==> src/rtl/ntt_addr_sched.sv <==
// ntt_addr_sched
// Address scheduler for an in-place radix-2 Cooley-Tukey NTT over a
// dual-port coefficient RAM. Walks LOGN stages of N/2 butterflies and issues
// a read pair plus twiddle index for each butterfly. The write-back pair is
// the read pair delayed by PIPE enabled cycles. PIPE idle cycles are inserted
// between stages so the next stage never reads a coefficient that is still
// in flight.
//
// Ports:
//   i_clk      rising-edge clock
//   i_rst      synchronous active-high reset
//   i_start    run request, honoured only in IDLE with i_hold=0
//   i_hold     global stall, freezes all state and masks the strobes
//   o_busy     transform in progress
//   o_done     completion pulse (stretched while held)
//   o_rd_en    read strobe for the coefficient pair
//   o_rd_addr  {a, b} read pair
//   o_tw_idx   twiddle ROM index, valid with o_rd_en
//   o_wr_en    write-back strobe
//   o_wr_addr  {a, b} write-back pair
//
// state   | meaning
// --------+-------------------------------------------------
// S_IDLE  | waiting for i_start
// S_ISSUE | one butterfly read per cycle, k = 0 .. N/2-1
// S_DRAIN | PIPE cycles without reads, lets writes land
// S_DONE  | o_done asserted, back to IDLE on next enabled edge

module ntt_addr_sched #(
   parameter int LOGN = 9,
   parameter int AW   = 9,
   parameter int PIPE = 8
) (
   input  logic              i_clk,
   input  logic              i_rst,
   input  logic              i_start,
   input  logic              i_hold,
   output logic              o_busy,
   output logic              o_done,
   output logic              o_rd_en,
   output logic [2*AW-1:0]   o_rd_addr,
   output logic [AW-1:0]     o_tw_idx,
   output logic              o_wr_en,
   output logic [2*AW-1:0]   o_wr_addr
);

   localparam int KW = LOGN - 1;
   localparam int SW = $clog2(LOGN);
   localparam int DW = $clog2(PIPE) + 1;

   typedef enum logic [1:0] {
      S_IDLE  = 2'd0,
      S_ISSUE = 2'd1,
      S_DRAIN = 2'd2,
      S_DONE  = 2'd3
   } state_t;

   state_t            r_state;
   state_t            w_nxt_state;
   logic [SW-1:0]     r_stage;
   logic [SW-1:0]     w_nxt_stage;
   logic [KW-1:0]     r_k;
   logic [KW-1:0]     w_nxt_k;
   logic [DW-1:0]     r_drain;
   logic [DW-1:0]     w_nxt_drain;

   logic              r_rd_en;
   logic [2*AW-1:0]   r_rd_addr;
   logic [AW-1:0]     r_tw_idx;

   logic [PIPE-1:0]   r_dl_vld;
   logic [2*AW-1:0]   r_dl_addr [PIPE];

   logic [SW-1:0]     w_sh;
   logic [AW-1:0]     w_m;
   logic [AW-1:0]     w_g;
   logic [AW-1:0]     w_j;
   logic [AW-1:0]     w_a;
   logic [AW-1:0]     w_b;
   logic [AW-1:0]     w_tw;

   always_comb begin
      w_nxt_state = r_state;
      w_nxt_stage = r_stage;
      w_nxt_k     = r_k;
      w_nxt_drain = r_drain;
      case (r_state)
         S_IDLE: begin
            if (i_start) begin
               w_nxt_state = S_ISSUE;
               w_nxt_stage = '0;
               w_nxt_k     = '0;
            end
         end
         S_ISSUE: begin
            if (r_k == '1) begin
               w_nxt_state = S_DRAIN;
               w_nxt_drain = '0;
            end else begin
               w_nxt_k = r_k + KW'(1);
            end
         end
         S_DRAIN: begin
            if (r_drain == DW'(PIPE - 1)) begin
               if (r_stage == SW'(LOGN - 1)) begin
                  w_nxt_state = S_DONE;
               end else begin
                  w_nxt_state = S_ISSUE;
                  w_nxt_stage = r_stage + SW'(1);
                  w_nxt_k     = '0;
               end
            end else begin
               w_nxt_drain = r_drain + DW'(1);
            end
         end
         S_DONE: begin
            w_nxt_state = S_IDLE;
         end
         default: begin
            w_nxt_state = S_IDLE;
         end
      endcase
   end

   // Address for the butterfly about to be issued, computed from the next
   // counter values so the registered outputs line up with the ISSUE state.
   // Half-span m = 1 << sh, group g = k >> sh, offset j = k mod m.
   always_comb begin
      w_sh = SW'(LOGN - 1) - w_nxt_stage;
      w_m  = AW'(1) << w_sh;
      w_g  = AW'(w_nxt_k) >> w_sh;
      w_j  = AW'(w_nxt_k) & (w_m - AW'(1));
      w_a  = (w_g << (w_sh + SW'(1))) | w_j;
      w_b  = w_a + w_m;
      w_tw = (AW'(1) << w_nxt_stage) + w_g;
   end

   always_ff @(posedge i_clk) begin
      if (i_rst) begin
         r_state   <= S_IDLE;
         r_stage   <= '0;
         r_k       <= '0;
         r_drain   <= '0;
         r_rd_en   <= 1'b0;
         r_rd_addr <= '0;
         r_tw_idx  <= '0;
         r_dl_vld  <= '0;
         for (int i = 0; i < PIPE; i++) begin
            r_dl_addr[i] <= '0;
         end
      end else if (!i_hold) begin
         r_state  <= w_nxt_state;
         r_stage  <= w_nxt_stage;
         r_k      <= w_nxt_k;
         r_drain  <= w_nxt_drain;
         r_rd_en  <= (w_nxt_state == S_ISSUE);
         if (w_nxt_state == S_ISSUE) begin
            r_rd_addr <= {w_a, w_b};
            r_tw_idx  <= w_tw;
         end
         // The delay line advances only on enabled cycles, so a held
         // pipeline resumes its pending writes in order.
         r_dl_vld     <= {r_dl_vld[PIPE-2:0], r_rd_en};
         r_dl_addr[0] <= r_rd_addr;
         for (int i = 1; i < PIPE; i++) begin
            r_dl_addr[i] <= r_dl_addr[i-1];
         end
      end
   end

   assign o_busy    = (r_state != S_IDLE);
   assign o_done    = (r_state == S_DONE);
   assign o_rd_en   = r_rd_en & ~i_hold;
   assign o_rd_addr = r_rd_addr;
   assign o_tw_idx  = r_tw_idx;
   assign o_wr_en   = r_dl_vld[PIPE-1] & ~i_hold;
   assign o_wr_addr = r_dl_addr[PIPE-1];

endmodule

==> config.mk <==
export PLATFORM = sky130hd
export DESIGN_NAME = ntt_addr_sched
export DESIGN_NICKNAME = d
export VERILOG_FILES = /design/src/rtl/ntt_addr_sched.sv
export SDC_FILE = /design/constraint.sdc
export NUM_CORES = 1
export LEC_CHECK = 0
export BUFFER_PORTS_ARGS = -buffer_cell sky130_fd_sc_hd__buf_4
export CORE_MARGIN = 1
export CORE_UTILIZATION = 30
export DETAILED_ROUTE_END_ITERATION = 8
export PLACE_DENSITY = 0.51
export SYNTH_ARGS = -nofsm -noshare
export SYNTH_HDL_FRONTEND = slang
export SYNTH_SLANG_ARGS = --single-unit
export TNS_END_PERCENT = 1
==> constraint.sdc <==
create_clock -name i_clk -period 8.13 [get_ports i_clk]
set_clock_uncertainty 0.2 [all_clocks]
set_input_delay 1.2195 -clock i_clk [delete_from_list [all_inputs] [get_ports i_clk]]
set_output_delay 1.2195 -clock i_clk [all_outputs]
set_load 0.02 [all_outputs]
==> run metrics <==
CTS root buf=clkbuf_16; number of post-CTS setup repair buffers=0; logic gate share of total power=8.1%; Worst EP required=8.32 ns; first-pass GRT wire length=between 30000 and 40000 um; Psw=0.566 mW; Syn Inst Count=927; largest net degree at the start of global routing=108; first drt pass iteration count=5; WL per Instance=15.5 um; Post-CTS Resized=0; layout cells sized above 1=between 10% and 20%; post-synth cell types=between 80 and 90; switch share=between 20 and 30%; Synth Area per Inst=10.8 um^2; Inserted Clock Buffers=17; Cell Pwr Density=around 190 nW/um^2; I/O Pins=53; Fin. Hold Viols=0; routed via count=6580; P_leak=4.45 nW; Syn Nets=a little under 1000; n_diodes=0; GRT Total Usage=13.4%; Post-synth EDFFs=144; Slew Viols, Final=0; peak supply drop=141 uV; chip height=185 um; Rows=between 60 and 70; First DRT Iteration DRCs=roughly 430; Setup crit start kind=flip-flop; GR Util met1=18.4%; die area=34100 um^2; grt peak-use layer=met2; setup TNS=0 ns; initial antenna violation count=0; Initial Util=30.6%; Clock Tree Buf Depth=2; area delta synth->final=13.1%; Synth Register Bits=198; RSZ-0062 raised after global routing=no; clk sinks=198; sequential share of power=53.0%; clk slew on worst S/H paths=0.08 ns; internal power=1.62 mW; HP Class=flip-flop to flip-flop; met2 usage=20.6%; synthesized area=around 10000 um^2; fmax=0.152 GHz; FILL cells=3341; DPL Wire Length=approximately 14000 um; Final #Nets=between 900 and 1000; FFs w/ async S/R, synth=0%; Core Area=around 33000 um^2; post-synthesis sequential area ratio=54.0%; Critical Path Fanout Max=25; kind of critical path=flip-flop to flip-flop; Placer Congestion=0.844; max_slew headroom=26.7%; Remaining DRCs=0; Final Power=~2.2 mW; synth warn=0; Worst setup EP type=flip-flop; status=finished clean; CTS tree=done; Final setup violation count=0; final wirelength=21600 um; H-tree levels=4; minimum clock period=6.58 ns; max_cap viols=0; clock power share=39.0%; CTS Hold Bufs=0; Die Span X=185 um; vias in the first global route=6336; gr ovfl total=0; Period Utilization, post-route=80.9%; Main synth FF type=edfxtp_1; Vias/cell=around 4.7; worst skew pair latency=0.45 ns; Slew @ Worst Pin=around 1.1 ns; worst path arrival time=approximately 6.8 ns; PortBufs=between 50 and 60; GR met3 Demand/Resource=2.96%; Antenna Violating Nets Remaining=0
## area by class of cell
| class | count | area, um^2 | area share [%] |
|---|---|---|---|
| Sequential cell | 198 | 5410 | 47.7 |
| Multi-Input combinational cell | 638 | 4190 | 37.0 |
| Tap cell | 442 | 553 | 4.88 |
| Timing Repair Buffer | 65 | 488 | 4.31 |
| Clock buffer | 17 | 425 | 3.76 |
| Clock inverter | 15 | 178 | 1.57 |
| Inverter | 22 | 90.1 | 0.795 |
## power by group through the flow
stage | sequential, mW | combinational, mW | clock [mW]
finish | 1.16 | 0.176 | 0.850
global route | 1.16 | 0.195 | 0.919
CTS | 1.16 | 0.179 | 0.883
detailed placement | 1.18 | 0.178 | 0
global placement | 1.18 | 0.178 | 0
floorplan | 1.18 | 0.124 | 0
## through the flow
stage / utilization [%] / instances / hold WS, ns / setup WS (ns) / cell area [um^2]
after floorplan: - / 927 / 0.241 / 1.51 / 10000
after global placement: 32.8 / 1365 / 0.246 / 1.44 / 10700
after detailed placement: 32.8 / 1365 / 0.250 / 1.33 / 10700
after CTS: 34.6 / 1397 / 0.265 / 1.65 / 11300
after global routing: 34.6 / 1397 / 0.280 / 0.975 / 11300
final: 34.6 / 1397 / 0.260 / 1.55 / 11300
## per-layer routing
metal  up-vias  wire length (um)
met5         -                 0
met4         0               372
met3        25               879
met2       138              9810
met1      3093             10500
li1       3324                 -
## sequential cells by signal (all words and copies together) (netlist names)
| name | cells |
|---|---|
| r_stage | 4 |
| o_tw_idx | 9 |
| r_rd_en | 1 |
| r_k | 8 |
| r_drain | 4 |
| r_dl_addr | 144 |
| r_dl_vld | 8 |
| o_rd_addr | 18 |
| r_state | 2 |
## placed cells by master, fill, tap and decap left out, types with 16 or more instances in the layout
master	instances
nand2_1	57
dfxtp_1	54
nor2b_1	47
ha_1	28
and2_1	123
nor2_1	79
clkbuf_16	17
a21oi_1	50
buf_4	65
nor3_1	17
inv_1	19
edfxtp_1	144
o21ai_0	16
## cells in the mapped netlist (all sizes together) (12+ instances only)
cell      n  share of area [%]
buf      30                2.0
a211oi   12               0.95
o21a     12               0.90
dfxtp    54                 11
nor2b    47                2.9
edfxtp  144                 43
inv      21               0.81
nand3    15               0.75
o21ai    19               0.99
nor3     17               0.85
nor2     80                3.0
xnor2    13                1.1
clkbuf   39                1.5
nand2    58                2.2
and2    123                7.7
mux2i    15                1.5
a21oi    50                2.5
ha       28                3.5
## final timing paths
check | from | to | slack [ns] | cells after the start
worst max-delay path | r_state[1] | o_rd_addr[8] | 1.55 | 22
worst min-delay path | o_tw_idx[4] | o_tw_idx[4] | 0.26 | 2
worst max register to register | r_state[1] | o_rd_addr[8] | 1.55 | 22
worst min register to register | o_tw_idx[4] | o_tw_idx[4] | 0.26 | 2
## critical path: stages, from the launching register on
cell and delay, ns:
dfxtp_1 0.90, o21bai_1 0.31, and2_1 0.26, a311oi_4 0.47
ha_1 0.74, and2_1 0.24, a21boi_0 0.18, a32oi_1 0.10
and3_1 0.25, mux2i_1 0.23, nor3_1 0.07, a311o_1 0.37
ha_1 0.33, a21o_1 0.19, a21oi_1 0.23, o21bai_1 0.09
a21oi_1 0.21, o21ai_0 0.14, xnor2_1 0.41, and4_1 0.25
nor3_1 0.05, o22a_1 0.23, nand2_1 0.05
## kinds of logic after synthesis
logic type / share of synthesized area, %
AO/OA/AOI/OAI: 12.5
XOR/XNOR: 1.75
adder cells (fa/ha/maj): 3.90
AND/OR/NAND/NOR: 21.1
flip-flops: 54.0
multiplexers: 2.47
buffers and inverters: 4.30
(Power assumes the default switching activity.)
